$ cat src/rtl/uart_pkg.sv
`default_nettype none
// ============================================================================
// Module   : uart_pkg
// Brief    : Shared constants and FSM encoding for the UART transmit queue.
// Revision : 1.0 - initial release
// ============================================================================
package uart_pkg;

    localparam int c_DEFAULT_DEPTH   = 16;
    localparam int c_DEFAULT_TIMEOUT = 4096;

    typedef logic [1:0] tx_state_t;

    localparam tx_state_t c_ST_IDLE    = 2'd0;
    localparam tx_state_t c_ST_LOAD    = 2'd1;
    localparam tx_state_t c_ST_SEND    = 2'd2;
    localparam tx_state_t c_ST_RELEASE = 2'd3;

endpackage
`default_nettype wire

$ cat src/rtl/uart_byte_fifo.sv
`default_nettype none
// ============================================================================
// Module   : uart_byte_fifo
// Brief    : Circular byte FIFO with occupancy count and sticky overflow flag.
// Revision : 1.0 - initial release
// ============================================================================
module uart_byte_fifo
    import uart_pkg::*;
#(
    parameter int DEPTH = c_DEFAULT_DEPTH
) (
    input  logic                   clk11,
    input  logic                   rst,
    input  logic                   i_push,
    input  logic [7:0]             i_push_data,
    input  logic                   i_pop,
    output logic [7:0]             o_pop_data,
    output logic [$clog2(DEPTH):0] o_count,
    output logic                   o_full,
    output logic                   o_empty,
    output logic                   o_overflow
);

    // DEPTH must be a power of two (>= 2) so the pointers wrap naturally.
    localparam int                c_AW         = $clog2(DEPTH);
    localparam logic [c_AW-1:0]   c_PTR_ONE    = (c_AW)'(1);
    localparam logic [c_AW:0]     c_CNT_ONE    = (c_AW + 1)'(1);
    localparam logic [c_AW:0]     c_FULL_COUNT = (c_AW + 1)'(DEPTH);

    logic [7:0]      r_mem [DEPTH];
    logic [c_AW-1:0] r_wr_ptr;
    logic [c_AW-1:0] r_rd_ptr;
    logic [c_AW:0]   r_count;
    logic            r_overflow;
    logic            w_push_ok;
    logic            w_pop_ok;

    assign o_full     = (r_count == c_FULL_COUNT);
    assign o_empty    = (r_count == '0);
    assign o_count    = r_count;
    assign o_overflow = r_overflow;
    assign o_pop_data = r_mem[r_rd_ptr];

    assign w_push_ok = i_push && !o_full;
    assign w_pop_ok  = i_pop && !o_empty;

    always_ff @(posedge clk11) begin
        if (w_push_ok) begin
            r_mem[r_wr_ptr] <= i_push_data;
        end
    end

    always_ff @(posedge clk11) begin
        if (rst) begin
            r_wr_ptr   <= '0;
            r_rd_ptr   <= '0;
            r_count    <= '0;
            r_overflow <= 1'b0;
        end else begin
            if (w_push_ok) begin
                r_wr_ptr <= r_wr_ptr + c_PTR_ONE;
            end
            if (w_pop_ok) begin
                r_rd_ptr <= r_rd_ptr + c_PTR_ONE;
            end
            case ({w_push_ok, w_pop_ok})
                2'b10:   r_count <= r_count + c_CNT_ONE;
                2'b01:   r_count <= r_count - c_CNT_ONE;
                default: r_count <= r_count;
            endcase
            if (i_push && o_full) begin
                r_overflow <= 1'b1;
            end
        end
    end

endmodule
`default_nettype wire

$ cat src/rtl/uart_tx_queue.sv
`default_nettype none
// ============================================================================
// Module   : uart_tx_queue
// Brief    : Byte queue feeding a UART writer through a re/done handshake.
// Revision : 1.0 - initial release
// ============================================================================
module uart_tx_queue
    import uart_pkg::*;
#(
    parameter int DEPTH   = c_DEFAULT_DEPTH,
    parameter int TIMEOUT = c_DEFAULT_TIMEOUT
) (
    input  logic                   clk11,
    input  logic                   rst,
    input  logic                   push,
    input  logic [7:0]             push_data,
    output logic                   full,
    output logic                   empty,
    output logic [$clog2(DEPTH):0] level,
    output logic                   overflow,
    output logic                   tx_re,
    output logic                   tx_we,
    output logic [7:0]             tx_data,
    input  logic                   tx_done,
    output logic                   busy,
    output logic                   timeout_err
);

    // TIMEOUT must be >= 2; the counter only needs to reach TIMEOUT-1.
    localparam int                c_WD_W    = $clog2(TIMEOUT);
    localparam logic [c_WD_W-1:0] c_WD_LAST = (c_WD_W)'(TIMEOUT - 1);
    localparam logic [c_WD_W-1:0] c_WD_ONE  = (c_WD_W)'(1);

    tx_state_t         r_state;
    logic              r_tx_re;
    logic [7:0]        r_tx_data;
    logic [c_WD_W-1:0] r_wd;
    logic              r_timeout_err;
    logic              w_pop;
    logic [7:0]        w_pop_data;

    assign w_pop       = (r_state == c_ST_LOAD);
    assign tx_re       = r_tx_re;
    assign tx_we       = 1'b0;
    assign tx_data     = r_tx_data;
    assign busy        = (r_state != c_ST_IDLE);
    assign timeout_err = r_timeout_err;

    uart_byte_fifo #(
        .DEPTH (DEPTH)
    ) u_fifo (
        .clk11       (clk11),
        .rst         (rst),
        .i_push      (push),
        .i_push_data (push_data),
        .i_pop       (w_pop),
        .o_pop_data  (w_pop_data),
        .o_count     (level),
        .o_full      (full),
        .o_empty     (empty),
        .o_overflow  (overflow)
    );

    always_ff @(posedge clk11) begin
        if (rst) begin
            r_state       <= c_ST_IDLE;
            r_tx_re       <= 1'b0;
            r_tx_data     <= 8'h00;
            r_wd          <= '0;
            r_timeout_err <= 1'b0;
        end else begin
            case (r_state)
                c_ST_IDLE: begin
                    if (!empty) begin
                        r_state <= c_ST_LOAD;
                    end
                end
                c_ST_LOAD: begin
                    r_tx_data <= w_pop_data;
                    r_wd      <= '0;
                    r_tx_re   <= 1'b1;
                    r_state   <= c_ST_SEND;
                end
                c_ST_SEND: begin
                    // A timed-out byte is already popped and is simply dropped.
                    if (tx_done) begin
                        r_tx_re <= 1'b0;
                        r_state <= c_ST_RELEASE;
                    end else if (r_wd == c_WD_LAST) begin
                        r_timeout_err <= 1'b1;
                        r_tx_re       <= 1'b0;
                        r_state       <= c_ST_RELEASE;
                    end else begin
                        r_wd <= r_wd + c_WD_ONE;
                    end
                end
                c_ST_RELEASE: begin
                    if (!tx_done) begin
                        r_state <= c_ST_IDLE;
                    end
                end
                default: begin
                    r_state <= c_ST_IDLE;
                end
            endcase
        end
    end

endmodule
`default_nettype wire

$ cat config.mk
export PLATFORM = sky130hd
export DESIGN_NAME = uart_tx_queue
export DESIGN_NICKNAME = d
export VERILOG_FILES = /design/src/rtl/uart_pkg.sv /design/src/rtl/uart_byte_fifo.sv /design/src/rtl/uart_tx_queue.sv
export SDC_FILE = /design/constraint.sdc
export NUM_CORES = 1
export LEC_CHECK = 0
export BUFFER_PORTS_ARGS = -buffer_cell sky130_fd_sc_hd__buf_2
export CAP_MARGIN = 20
export CORE_MARGIN = 2
export CORE_UTILIZATION = 40
export CTS_CLUSTER_DIAMETER = 40
export DETAILED_ROUTE_END_ITERATION = 10
export SLEW_MARGIN = 15
export SYNTH_ARGS = -nofsm -noshare
export SYNTH_HDL_FRONTEND = slang
export SYNTH_HIERARCHICAL = 1
export SYNTH_SLANG_ARGS = --single-unit
$ cat constraint.sdc
create_clock -name clk11 -period 2.85 [get_ports clk11]
set_input_delay 0.57 -clock clk11 [delete_from_list [all_inputs] [get_ports clk11]]
set_output_delay 0.57 -clock clk11 [all_outputs]
set_load 0.02 [all_outputs]
=== Word-level counts from Yosys, hierarchy flattened ===
Memories as Yosys holds them, arrays and structs flattened. A register that Yosys moved wholly into a read port is not among the register bits.
Cells that the tools add are included.

* Word-level logic and storage cells: 55
* Output and inout bits: 20
* Bits of input ports: 12
* Bits in writable memories: 128
* Register bits: 30
* Memories kept: 1

{| class="wikitable"
|+ Memory list
! name !! words !! bits a word !! read ports !! clocked after memory_dff !! wr ports !! line !! source
|-
| u_fifo.r_mem || 16 || 8 || 1 || 1 || 1 || uart_byte_fifo.sv:30 || <nowiki>logic [7:0] r_mem [DEPTH];</nowiki>
|}

* Mux-type cells: 14
* Equal/unequal tests: 12
* Reductions and logical operators: 14
* $add $sub $neg: 5
* Bitwise logic cells: 1

{| class="wikitable"
|+ Operator list
! operator !! count
|-
| 12-bit two-way mux || 2
|-
| 12-bit one-hot mux with 2 select lines || 1
|-
| 12-bit by 1-bit adder with 12-bit output (second input constant) || 1
|-
| 12-bit == test (second input constant) || 1
|-
| 5-bit one-hot mux with 2 select lines || 1
|-
| 3-bit AND reduction || 3
|-
| 4-bit by 1-bit adder with 4-bit output (second input constant) || 2
|-
| 2-bit two-way mux || 4
|-
| 2-bit != test (second input constant) || 4
|-
| 2-bit one-hot mux with 4 select lines || 1
|-
| 2-bit == test (second input constant) || 3
|-
| 2-bit nonzero test || 3
|-
| 5-bit by 1-bit adder with 5-bit output (second input constant) || 1
|-
| 5-bit == test (second input constant) || 1
|-
| 5-bit logical NOT || 1
|-
| 5-bit by 1-bit subtractor with 5-bit output (second input constant) || 1
|-
| 2-bit by 1-bit == test with 1-bit output (second input constant) || 2
|-
| 1-bit two-way mux || 4
|-
| 1-bit logical AND || 3
|-
| 3-bit != test (second input constant) || 1
|-
| 1-bit logical NOT || 2
|-
| 2-bit logical NOT || 1
|-
| 1-bit one-hot mux with 2 select lines || 1
|-
| 2-bit AND reduction || 1
|-
| 1-bit inverter || 1
|}

=== Logic depth before layout (Yosys ltp) ===
* Word-level depth: 5
* Gate-level depth with buffers: 13
* Depth with buffers taken out: 11

=== Modules after synthesis ===
Netlist, hierarchy kept.

{| class="wikitable"
|+ Modules (own cells, without submodules)
! module !! times used !! area an instance (µm²) !! cells each
|-
| uart_byte_fifo || 1 || 5920.7 || 333
|-
| uart_tx_queue || 1 || 1285.0 || 148
|}

=== Least setup slack after synthesis ===
OpenSTA, ideal clock, no wires.

* Path kind: flip-flop to flip-flop
* From: register u_fifo.r_count[1] (netlist: u_fifo/o_count[1])
* To: register u_fifo.r_count[4] (netlist: u_fifo/o_count[4])
* Slack: -0.027 ns
* Stages on the path, launching flop included: 14
* Buffers on the path: 3
* Required time: 2.721 ns
* Arrival: 2.748 ns
* Path through: dfxtp_1 > buf_6 > or4_4 > buf_6 > o21a_4 > inv_1 > ha_1 > clkbuf_1 > xor2_1 > ha_1 > nand2_1 > o21ai_0 > nor3_1 > nand4bb_1

* Cells in the longest elaborated chain, start to end: 5
* Elaborated cells between the ends (all ways): 12
* Those cells by class: 2 x add/sub; 3 x eq/ne; 1 x mux; 6 x reduce/logical

{| class="wikitable"
|+ Ends and longest elaborated chain
! element !! line !! source
|-
| from (decl) || uart_byte_fifo.sv:33 || <nowiki>logic [c_AW:0] r_count;</nowiki>
|-
| from (signal assigned) || uart_byte_fifo.sv:67 || <nowiki>2'b10: r_count <= r_count + c_CNT_ONE;</nowiki>
|-
| from (signal assigned) || uart_byte_fifo.sv:68 || <nowiki>2'b01: r_count <= r_count - c_CNT_ONE;</nowiki>
|-
| from (signal assigned) || uart_byte_fifo.sv:69 || <nowiki>default: r_count <= r_count;</nowiki>
|-
| 5-bit == test / 5-bit logical NOT (equally long branches) || uart_byte_fifo.sv:38, uart_byte_fifo.sv:39 ||
|-
| 1-bit logical NOT (on tied branches) || uart_byte_fifo.sv:44, uart_byte_fifo.sv:45 ||
|-
| 1-bit logical AND (on tied branches) || uart_byte_fifo.sv:44, uart_byte_fifo.sv:45 ||
|-
| 2-bit by 1-bit == test with 1-bit output / 2-bit == test (equally long branches) || uart_byte_fifo.sv:66 || <nowiki>case ({w_push_ok, w_pop_ok})</nowiki>
|-
| 5-bit one-hot mux with 2 select lines / 2-bit nonzero test (equally long branches) || -- ||
|}

Parallel ways exist; a longest one is shown, timed or not.
A chain may end at the register's enable or synchronous reset.

=== Worst setup path in the final report ===
* From: register u_fifo.r_count[0] (netlist: u_fifo/o_count[0])
* To: register u_fifo.r_count[4] (netlist: u_fifo/o_count[4])

Same word-level chain as after synthesis.

==> impl_metrics.yaml <==
status:
  outcome: "completed"
worst_hold_path:
  min_to: "u_fifo/o_count[1]"
  worstHoldStart: "rst"
  hp-class: "primary input to register"
  min_path_cells: 2
critical_path:
  startpoint_type: "register"
  r2r-start: "u_fifo/o_count[0]"
  path_class: "register to register"
  crit_required_ns: 3.16
  critPathMaxFanout: 7
  reg2reg_depth: 10
  worst-r2r-setup-slack_ns: 0.21
  arrival_ns: 2.95
  end_kind: "register"
  r2r-end: "u_fifo/o_count[4]"
routing:
  dr_wl_met3_um: 646
  dr.pass1.iters: 4
  ant_nets: 0
  met2WireLength_um: 7130
  wire_per_inst_um: 19.4
  drc: 0
  drt_iter0_drc: 342
  routed_via_density: 5.49
  finalWirelength_um: 14900
  drt-met1-wl_um: 6790
  highest_layer: "met4"
  vias: 4211
clock_tree:
  worstSkewPairLatency_ns: 0.43
  hold_buffers: 0
  root_buffer: "clkbuf_16"
  cts_sinks: 170
  clockBufferDepth: 2
  cts_made_buffers: 17
  htreeDepth: 4
  path_clk_slew_ns: 0.07
  cts_tree: "yes"
yosys:
  syn_area_per_cell_um2: 15.0
  synth_seq_area_share_pct: 65.0
  ys_warn_count: 6
  syn-instance-count: 481
  synth-main-ff-cell: "edfxtp_1"
  synth_top_area_share_pct: 53.3
  synth_area_leaders: "edfxtp_1 (53%), dfxtp_1 (12%), mux4_2 (10%)"
  yosys_register_bits: 170
  synthArstFlopShare_pct: 0
  netlist_area_um2: 7210
  synth-edff-count: 128
  yosysUniqueCellTypes: 67
  syn-num-nets: 507
  synth_top_area_cell: "edfxtp_1"
timing:
  tns_ns: 0
  rsz0062_at_grt: "no"
  slew_viol_final: 0
  skew_ns: 0.00735
  max_freq_mhz: 378
  period_share_pct: 92.8
  slew_headroom_pct: 47.7
  fin_crit_ns: 2.64
  setup_violations: 0
  hold_viol: 0
  hold-worst-slack_ns: 0.478
  worst_slew_pin_slew_ns: 0.781
global_route:
  grt_pass1_wl_um: 23400
  grt_pass1_vias: 4134
  grt.total_usage_pct: 16.2
  antenna_found_initial: 0
  grt_max_degree: 33
  grt_overflow: 0
placed_design:
  dp_cells: 735
  place_congestion: 0.807
  placed_area_um2: 7710
  dp.final_hpwl_um: 9750
  port_buffers: 30
pwr:
  vdd_ir_drop_max_mv: 0.376
  switching_power_uw: 2210
  p_leak_uw: 0.00289
  powerDensity_nw_per_um2: 846
  p_int_uw: 4790
  pwr-share-seq_pct: 42.6
  swShare_pct: 31.5
  pwr-share-comb_pct: 26.4
  finalPower_uw: 7000
  power_frac_clock_pct: 31.1
die:
  core_area_um2: 17800
  die_h_um: 138
  placementRows: 49
  start_util_pct: 40.4
  io_pins: 32
  dieWidth_um: 138
  dieArea_um2: 19100
layout:
  final_cell_count_no_fill: 767
  fin_area_um2: 8270
  drive_gt1_share_pct: 24.9
  nets: 551
  area_delta_synth_final_pct: 14.8
  diodes: 0
run:
  drv_cap: 0
[flip-flops by register name (all words and copies together) (netlist names), named ones only]
signal and flops:
u_fifo/r_mem 128, r_wd 12, tx_data 8, u_fifo/o_count 5, u_fifo/r_rd_ptr 4, u_fifo/r_wr_ptr 4, r_state 2, timeout_err 1
tx_re 1, u_fifo/o_overflow 1
[power groups by stage]
stage | Sequential (uW) | Combinational (uW) | Clock, uW
floorplan | 3040 | 1330 | 0
global placement | 3030 | 1800 | 0
detailed placement | 3040 | 1850 | 0
CTS | 2990 | 1860 | 2220
global route | 3010 | 2020 | 2310
finish | 2980 | 1850 | 2170
[what timing repair did]
item / 4_1_cts / 5_1_grt
resized for setup: 0 / 4
setup endpoints to repair: 0 / 1
setup buffers: 0 / 0
[through the flow]
step	setup slack (ns)	utilization, %
5_1_grt	0.0129	46.4
4_1_cts	0.0574	46.3
3_5_place_dp	0.0697	43.2
2_1_floorplan	0.0562	-
3_3_place_gp	0.184	43.2
6_report	0.206	46.4
[final cells by class]
type,instances,area [um^2]
Fill cell,1523,9570
Sequential cell,170,4690
Multi-Input combinational cell,268,2340
Clock buffer,17,425
Timing Repair Buffer,54,355
Tap cell,229,287
Clock inverter,15,131
Inverter,14,52.6
[kinds of logic after synthesis]
kind of cell               count (synthesis)  share of synthesized area, %
other                                      1                        0.0520
xor gates and xnor gates                   7                         0.851
buffers and inverters                     43                          2.69
DFF                                      170                          65.0
AOI/OAI and AO/OA                         70                          8.09
muxes                                     44                          11.7
adders and majority gates                 14                          2.43
and+or+nand+nor                          132                          9.20
[synth_stat cells (3+ instances only)]
cell / number
xor2_1: 6
a41o_1: 3
dfxtp_1: 42
or4_1: 5
mux2i_1: 12
nor2b_1: 5
nand4_1: 3
o21a_1: 3
edfxtp_1: 128
o21ai_0: 3
ha_1: 14
and3_1: 4
a21oi_1: 4
a31oi_1: 5
nor3_1: 11
inv_1: 13
nand2_1: 29
buf_1: 3
nand2b_1: 6
o211ai_1: 4
buf_2: 5
clkbuf_1: 17
o2111ai_1: 3
mux4_2: 32
buf_6: 3
nand3_1: 10
nor2_1: 41
a22oi_1: 17
[layer usage]
layer	up-vias	global-route usage, %
met5	-	0
met4	0	6.50
met3	22	3.91
met2	86	24.6
met1	2142	22.5
li1	1961	-
[how the worst max path moves through the flow]
| stage | from | end |
|---|---|---|
| floorplan | u_fifo/o_count[1] | u_fifo/o_count[4] |
| global placement | u_fifo/o_count[0] | u_fifo/o_count[4] |
| detailed placement | u_fifo/o_count[0] | u_fifo/o_count[4] |
| CTS | u_fifo/o_count[0] | u_fifo/o_count[4] |
| global route | u_fifo/o_count[0] | u_fifo/o_count[4] |
| finish | u_fifo/o_count[0] | u_fifo/o_count[4] |
[cell usage in the layout, fill, tap and decap left out, types with 3 or more instances in the layout]
master,Yosys,layout
inv_1,13,13
clkinvlp_4,0,4
mux4_2,32,32
or4_1,5,5
edfxtp_1,128,128
o2111ai_1,3,3
and3_1,4,4
a21oi_1,4,4
a22oi_1,17,17
dfxtp_1,42,41
xor2_1,6,6
nor2b_1,5,5
inv_8,0,4
buf_4,1,22
buf_2,5,30
ha_1,14,12
inv_6,0,4
nor3_1,11,11
a41o_1,3,3
nand4_1,3,3
nor2_1,41,41
a31oi_1,5,5
nand3_1,10,10
mux2i_1,12,12
clkbuf_16,0,17
nand2b_1,6,6
o211ai_1,4,4
o21a_1,3,3
nand2_1,29,29
[critical path: stages (launching register included)]
cell and delay (ns):
dfxtp_1 0.37, or4_4 0.64, o21a_4 0.26, inv_1 0.06, ha_2 0.24, xor2_1 0.18
ha_2 0.25, nand2_1 0.07, o21ai_1 0.20, nor3_1 0.07, nand4bb_1 0.18
(Power assumes the default switching activity.)
